--- config.mk ---
export PLATFORM = sky130hd
export DESIGN_NAME = multicycle_control
export DESIGN_NICKNAME = d
export VERILOG_FILES = /design/src/rtl/multicycle_control.sv
export SDC_FILE = /design/constraint.sdc
export NUM_CORES = 1
export LEC_CHECK = 0
export ABC_AREA = 1
export CAP_MARGIN = 40
export CORE_MARGIN = 1
export CORE_UTILIZATION = 40
export DETAILED_ROUTE_END_ITERATION = 7
export DONT_BUFFER_PORTS = 1
export GPL_TIMING_DRIVEN = 0
export SLEW_MARGIN = 15
export SYNTH_ARGS = -nofsm -noshare
export SYNTH_HDL_FRONTEND = slang
export SYNTH_SLANG_ARGS = --single-unit
--- constraint.sdc ---
create_clock -name clk -period 1.5 [get_ports clk]
set_input_delay 0.3 -clock clk [delete_from_list [all_inputs] [get_ports clk]]
set_output_delay 0.3 -clock clk [all_outputs]
set_load 0.05 [all_outputs]
--- src/rtl/multicycle_control.sv ---
`default_nettype none
// +--------------------------------------------------------------------------+
// | multicycle_control : main control FSM for the multi-cycle MIPS datapath   |
// | Optional MC_JUMP_EN builds the JUMP state for the J opcode.               |
// | Revision 1.0                                                              |
// +--------------------------------------------------------------------------+
module multicycle_control #(
  localparam int STATE_W = 4
) (
  input  logic               clk,
  input  logic               rst_n,
  input  logic [5:0]         opcode,
  input  logic               mem_ready,
  input  logic               zero,
  output logic               mem_read,
  output logic               mem_write,
  output logic               i_or_d,
  output logic               ir_write,
  output logic               pc_write,
  output logic               pc_en,
  output logic [1:0]         pc_src,
  output logic               reg_write,
  output logic               reg_dst,
  output logic               mem_to_reg,
  output logic               alu_src_a,
  output logic [1:0]         alu_src_b,
  output logic [1:0]         alu_op,
  output logic               illegal_op,
  output logic [STATE_W-1:0] state
);

  localparam logic [5:0] c_op_r    = 6'b000000;
  localparam logic [5:0] c_op_lw   = 6'b100011;
  localparam logic [5:0] c_op_sw   = 6'b101011;
  localparam logic [5:0] c_op_beq  = 6'b000100;
  localparam logic [5:0] c_op_addi = 6'b001000;
`ifdef MC_JUMP_EN
  localparam logic [5:0] c_op_j    = 6'b000010;
`endif

  localparam logic [1:0] c_alu_add  = 2'b00;
  localparam logic [1:0] c_alu_sub  = 2'b01;
  localparam logic [1:0] c_alu_rtyp = 2'b10;

  typedef enum logic [STATE_W-1:0] {
    ST_FETCH   = 4'd0,
    ST_DECODE  = 4'd1,
    ST_MEM_ADR = 4'd2,
    ST_MEM_RD  = 4'd3,
    ST_MEM_WB  = 4'd4,
    ST_MEM_WR  = 4'd5,
    ST_EXEC    = 4'd6,
    ST_ALU_WB  = 4'd7,
    ST_BRANCH  = 4'd8,
    ST_ADDI_EX = 4'd9,
`ifdef MC_JUMP_EN
    ST_ADDI_WB = 4'd10,
    ST_JUMP    = 4'd11
`else
    ST_ADDI_WB = 4'd10
`endif
  } state_t;

  // Moore part of the control word; fetch/jump feed the mem_ready-gated PC/IR loads.
  typedef struct packed {
    logic       mem_read;
    logic       mem_write;
    logic       i_or_d;
    logic       fetch;
    logic       jump;
    logic       branch;
    logic       reg_write;
    logic       reg_dst;
    logic       mem_to_reg;
    logic       alu_src_a;
    logic [1:0] alu_src_b;
    logic [1:0] alu_op;
    logic [1:0] pc_src;
  } ctl_t;

  function automatic ctl_t ctl_decode(input state_t s);
    ctl_t c;
    c = '0;
    case (s)
      ST_FETCH: begin
        c.mem_read  = 1'b1;
        c.fetch     = 1'b1;
        c.alu_src_b = 2'b01;
        c.alu_op    = c_alu_add;
      end
      ST_DECODE: begin
        c.alu_src_b = 2'b11;
        c.alu_op    = c_alu_add;
      end
      ST_MEM_ADR, ST_ADDI_EX: begin
        c.alu_src_a = 1'b1;
        c.alu_src_b = 2'b10;
        c.alu_op    = c_alu_add;
      end
      ST_MEM_RD: begin
        c.mem_read = 1'b1;
        c.i_or_d   = 1'b1;
      end
      ST_MEM_WB: begin
        c.reg_write  = 1'b1;
        c.mem_to_reg = 1'b1;
      end
      ST_MEM_WR: begin
        c.mem_write = 1'b1;
        c.i_or_d    = 1'b1;
      end
      ST_EXEC: begin
        c.alu_src_a = 1'b1;
        c.alu_src_b = 2'b00;
        c.alu_op    = c_alu_rtyp;
      end
      ST_ALU_WB: begin
        c.reg_write = 1'b1;
        c.reg_dst   = 1'b1;
      end
      ST_BRANCH: begin
        c.alu_src_a = 1'b1;
        c.alu_src_b = 2'b00;
        c.alu_op    = c_alu_sub;
        c.pc_src    = 2'b01;
        c.branch    = 1'b1;
      end
      ST_ADDI_WB: begin
        c.reg_write = 1'b1;
      end
`ifdef MC_JUMP_EN
      ST_JUMP: begin
        c.jump   = 1'b1;
        c.pc_src = 2'b10;
      end
`endif
      default: c = '0;
    endcase
    return c;
  endfunction

  state_t r_state;
  ctl_t   r_ctl;
  state_t w_next;
  logic   w_illegal;

  always_comb begin
    w_next    = r_state;
    w_illegal = 1'b0;
    case (r_state)
      ST_FETCH:   if (mem_ready) w_next = ST_DECODE;
      ST_DECODE: begin
        case (opcode)
          c_op_lw, c_op_sw: w_next = ST_MEM_ADR;
          c_op_r:           w_next = ST_EXEC;
          c_op_beq:         w_next = ST_BRANCH;
          c_op_addi:        w_next = ST_ADDI_EX;
`ifdef MC_JUMP_EN
          c_op_j:           w_next = ST_JUMP;
`endif
          default: begin
            w_next    = ST_FETCH;
            w_illegal = 1'b1;
          end
        endcase
      end
      ST_MEM_ADR: w_next = (opcode == c_op_lw) ? ST_MEM_RD : ST_MEM_WR;
      ST_MEM_RD:  if (mem_ready) w_next = ST_MEM_WB;
      ST_MEM_WR:  if (mem_ready) w_next = ST_FETCH;
      ST_EXEC:    w_next = ST_ALU_WB;
      ST_ADDI_EX: w_next = ST_ADDI_WB;
      default:    w_next = ST_FETCH;
    endcase
  end

  // Control word is registered from the next state so it is valid on state entry.
  always_ff @(posedge clk) begin
    if (!rst_n) begin
      r_state <= ST_FETCH;
      r_ctl   <= ctl_decode(ST_FETCH);
    end else begin
      r_state <= w_next;
      r_ctl   <= ctl_decode(w_next);
    end
  end

  // Reset forces every output low in the same cycle, aborting any pending access.
  assign mem_read   = rst_n & r_ctl.mem_read;
  assign mem_write  = rst_n & r_ctl.mem_write;
  assign i_or_d     = rst_n & r_ctl.i_or_d;
  assign ir_write   = rst_n & r_ctl.fetch & mem_ready;
  assign pc_write   = rst_n & ((r_ctl.fetch & mem_ready) | r_ctl.jump);
  assign pc_en      = pc_write | (rst_n & r_ctl.branch & zero);
  assign pc_src     = {2{rst_n}} & r_ctl.pc_src;
  assign reg_write  = rst_n & r_ctl.reg_write;
  assign reg_dst    = rst_n & r_ctl.reg_dst;
  assign mem_to_reg = rst_n & r_ctl.mem_to_reg;
  assign alu_src_a  = rst_n & r_ctl.alu_src_a;
  assign alu_src_b  = {2{rst_n}} & r_ctl.alu_src_b;
  assign alu_op     = {2{rst_n}} & r_ctl.alu_op;
  assign illegal_op = rst_n & w_illegal;
  assign state      = rst_n ? r_state : '0;

endmodule
`default_nettype wire

==> flow_summary.json <==
{
  "setup_viol": 8,
  "worst_pin_slew_ns": 0.727,
  "cts_hold_buf": 0,
  "critPathKind": "reg -> out",
  "die_h_um": 54.7,
  "wl_per_cell_um": 11.6,
  "place_area_sq_um": 1170,
  "viasPerCell": 4.72,
  "seqPwrFrac_pct": 47.2,
  "dieWidth_um": 54.7,
  "fin_ws_ns": -0.253,
  "arrival_ns": 1.45,
  "whs_endpoint": "r_ctl[7]$_SDFF_PN0_",
  "drtPass1Iterations": 4,
  "drive_above_1_share_pct": 50.5,
  "p_sw_share_pct": 34.1,
  "pin_count": 31,
  "top_layer_used": "met3",
  "worst_ep_required_time_ns": 1.20,
  "reg2reg_to": "r_ctl[5]$_SDFF_PN0_",
  "filler_cell_count": 225,
  "netlist_instances": 174,
  "rsz0062_at_grt": "yes",
  "gr-total-overflow": 0,
  "yosys-top-cells-area": "dfxtp_1 (31%), nand2_1 (15%), inv_1 (10%)",
  "synth_warnings": 0,
  "grt_pass1_wl_mm": 3.84,
  "final_common_cell": "nand2_1",
  "antenna_left": 0,
  "rows": 18,
  "drc": 0,
  "cts_root_buffer": "clkbuf_4",
  "grt_start_max_net_pins": 11,
  "total_leakage_power_nw": 0.782,
  "yosysUniqueCellTypes": 25,
  "syn_area_per_cell_sq_um": 6.39,
  "p_total_mw": 0.987,
  "drv_slew": 0,
  "initial_core_util_pct": 43.7,
  "wl_met2_mm": 1.33,
  "end_kind": "output pin",
  "hpwl_mm": 1.71,
  "ys_seq_area_share_pct": 30.6,
  "hold_start": "mem_ready",
  "final_cell_mix": "nand2_1 (34), inv_1 (20), nor2_1 (19)",
  "status": "finished with violations",
  "areaGrowthSynthToFinish_pct": 40.2,
  "worstSkewPairLatency_ns": 0.29,
  "clock_path_buffers": 2,
  "r2r_slack_ns": -0.08,
  "p_sw_mw": 0.336,
  "gp_congestion": 0.948,
  "regArea_sq_um": 354,
  "period_share_pct": 117,
  "numClockSinks": 17,
  "start_kind": "flip-flop",
  "timing.hold.ws_ns": 0.173,
  "fin_crit_ns": 1.75,
  "antenna_found_initial": 0,
  "crit_fanout": 2,
  "synth_compound_area_share_pct": 3.72,
  "synthSimpleGateAreaFrac_pct": 50.1,
  "wl_mm": 2.58,
  "synth_xor_area_share_pct": 0,
  "via_count": 1047,
  "design_area_sq_um": 1560,
  "finalNetCount": 203,
  "io_buffers": 0,
  "syn-num-nets": 184,
  "p_comb_share_pct": 28.5,
  "violations": "setup timing",
  "drtIter0Drc": 17,
  "fmax_ghz": 0.570,
  "p_per_area_nw_per_um2": 633,
  "wl_met3_um": 113,
  "grt_use_total_pct": 17.7,
  "multi_input_area_sq_um": 795,
  "synth_mux_area_share_pct": 0,
  "drv_cap": 0,
  "irDropWorstVdd_uv": 538,
  "synth_top_family_by_area": "simple AND/OR/NAND/NOR gates",
  "dieArea_sq_um": 2990,
  "grt_pass1_vias": 902,
  "synth_top_area_share_pct": 30.6,
  "report.final.hold_viol_count": 0,
  "synth_top_area_cell": "dfxtp_1",
  "clock_power_share_pct": 24.3,
  "cts_tree": "done",
  "diodes": 0,
  "synth_seq_cells": 17,
  "finalClockSkew_ns": 0.00425,
  "hold_class": "in -> reg",
  "slew_headroom_pct": 51.2,
  "htree_levels": 1,
  "cts-buffers-inserted": 3,
  "path_clk_slew_ns": 0.10,
  "hold_path_depth": 2,
  "r2r-start": "r_state[0]$_SDFF_PN0_",
  "synthAdderAreaFrac_pct": 0,
  "met1Wirelength_mm": 1.14,
  "internal_power_mw": 0.651,
  "core_sq_um": 2540,
  "reg2regPathDepth": 15,
  "syn_area_sq_um": 1110
}
## worst max path at each step
stage                     startpoint  slack [ns]  cells after the start    endpoint
6_report       r_state[0]$_SDFF_PN0_       -0.25                      4  illegal_op
5_1_grt        r_state[0]$_SDFF_PN0_       -0.33                      4  illegal_op
4_1_cts        r_state[0]$_SDFF_PN0_       -0.27                      4  illegal_op
3_5_place_dp                   rst_n       -0.41                      3    ir_write
3_3_place_gp                   rst_n       -0.43                      3    ir_write
2_1_floorplan                  rst_n       -0.20                      3    ir_write
## power groups by stage
| stage | Combinational, mW | Sequential [mW] | Clock [mW] |
|---|---|---|---|
| after floorplan | 0.168 | 0.479 | 0 |
| after global placement | 0.186 | 0.480 | 0 |
| after detailed placement | 0.190 | 0.481 | 0 |
| after CTS | 0.218 | 0.469 | 0.247 |
| after global routing | 0.303 | 0.467 | 0.269 |
| final | 0.282 | 0.465 | 0.240 |
## cell type report
class                   instances  share of cell area [%]
clock buffers                   3                    1.45
repair buffers                 14                    7.71
clock inverters                 1                   0.321
inverters                      39                    12.6
plain buffers                   4                    1.77
multi-input cells             114                    51.0
well taps                      30                    2.41
flip-flops and latches         17                    22.7
## through the flow
step                std cells  TNS (ns)  util (%)  setup slack [ns]
finish                    222    -0.588      61.2            -0.253
global route              222     -1.43      61.2            -0.327
CTS                       214    -0.381      50.2            -0.267
detailed placement        205     -1.74      46.0            -0.409
global placement          204     -1.92      45.7            -0.433
floorplan                 174    -0.587         -            -0.204
## flip-flops by register name, summed over array words and instances, names as in the netlist
name / flops
r_ctl: 13
r_state: 4
## synth_stat cells
master and instances:
a21oi_1 1, a21oi_2 1, a31oi_1 1, buf_2 1, buf_4 1, clkbuf_1 2, clkinv_1 1, conb_1 1
dfxtp_1 17, inv_1 30, inv_2 7, inv_4 1, nand2_1 43, nand2_2 6, nand2_4 4, nand3_1 15
nand3_2 1, nand3_4 1, nand3b_4 1, nor2_1 24, nor2_2 3, nor2_4 5, nor4_1 4, o21ai_0 2
o21bai_2 1
## critical path: stages (launching register included)
cell and delay [ns]:
dfxtp_4 0.37, inv_4 0.04, nor2_4 0.13, nand2_4 0.08, nor4_4 0.55
## cell families (layout without fill, tap and decap cells)
| logic type | after synthesis | in the layout |
|---|---|---|
| buffers and inverters | 43 | 61 |
| other | 1 | 1 |
| flip-flops | 17 | 17 |
| AO/OA/AOI/OAI | 6 | 6 |
| AND/OR/NAND/NOR | 107 | 107 |
## repair_timing
action,4_1_cts,5_1_grt
gates cloned,0,0
pin swaps,8,13
buffers inserted,5,9
endpoints found under the setup margin,11,21
resized for setup,17,55
## metal layers
layer,vias to the layer above,global-route usage (%)
met5,-,0
met4,0,6.84
met3,0,5.56
met2,30,27.3
met1,466,22.6
li1,551,-
Note: power is estimated with default switching activity, not from simulation.
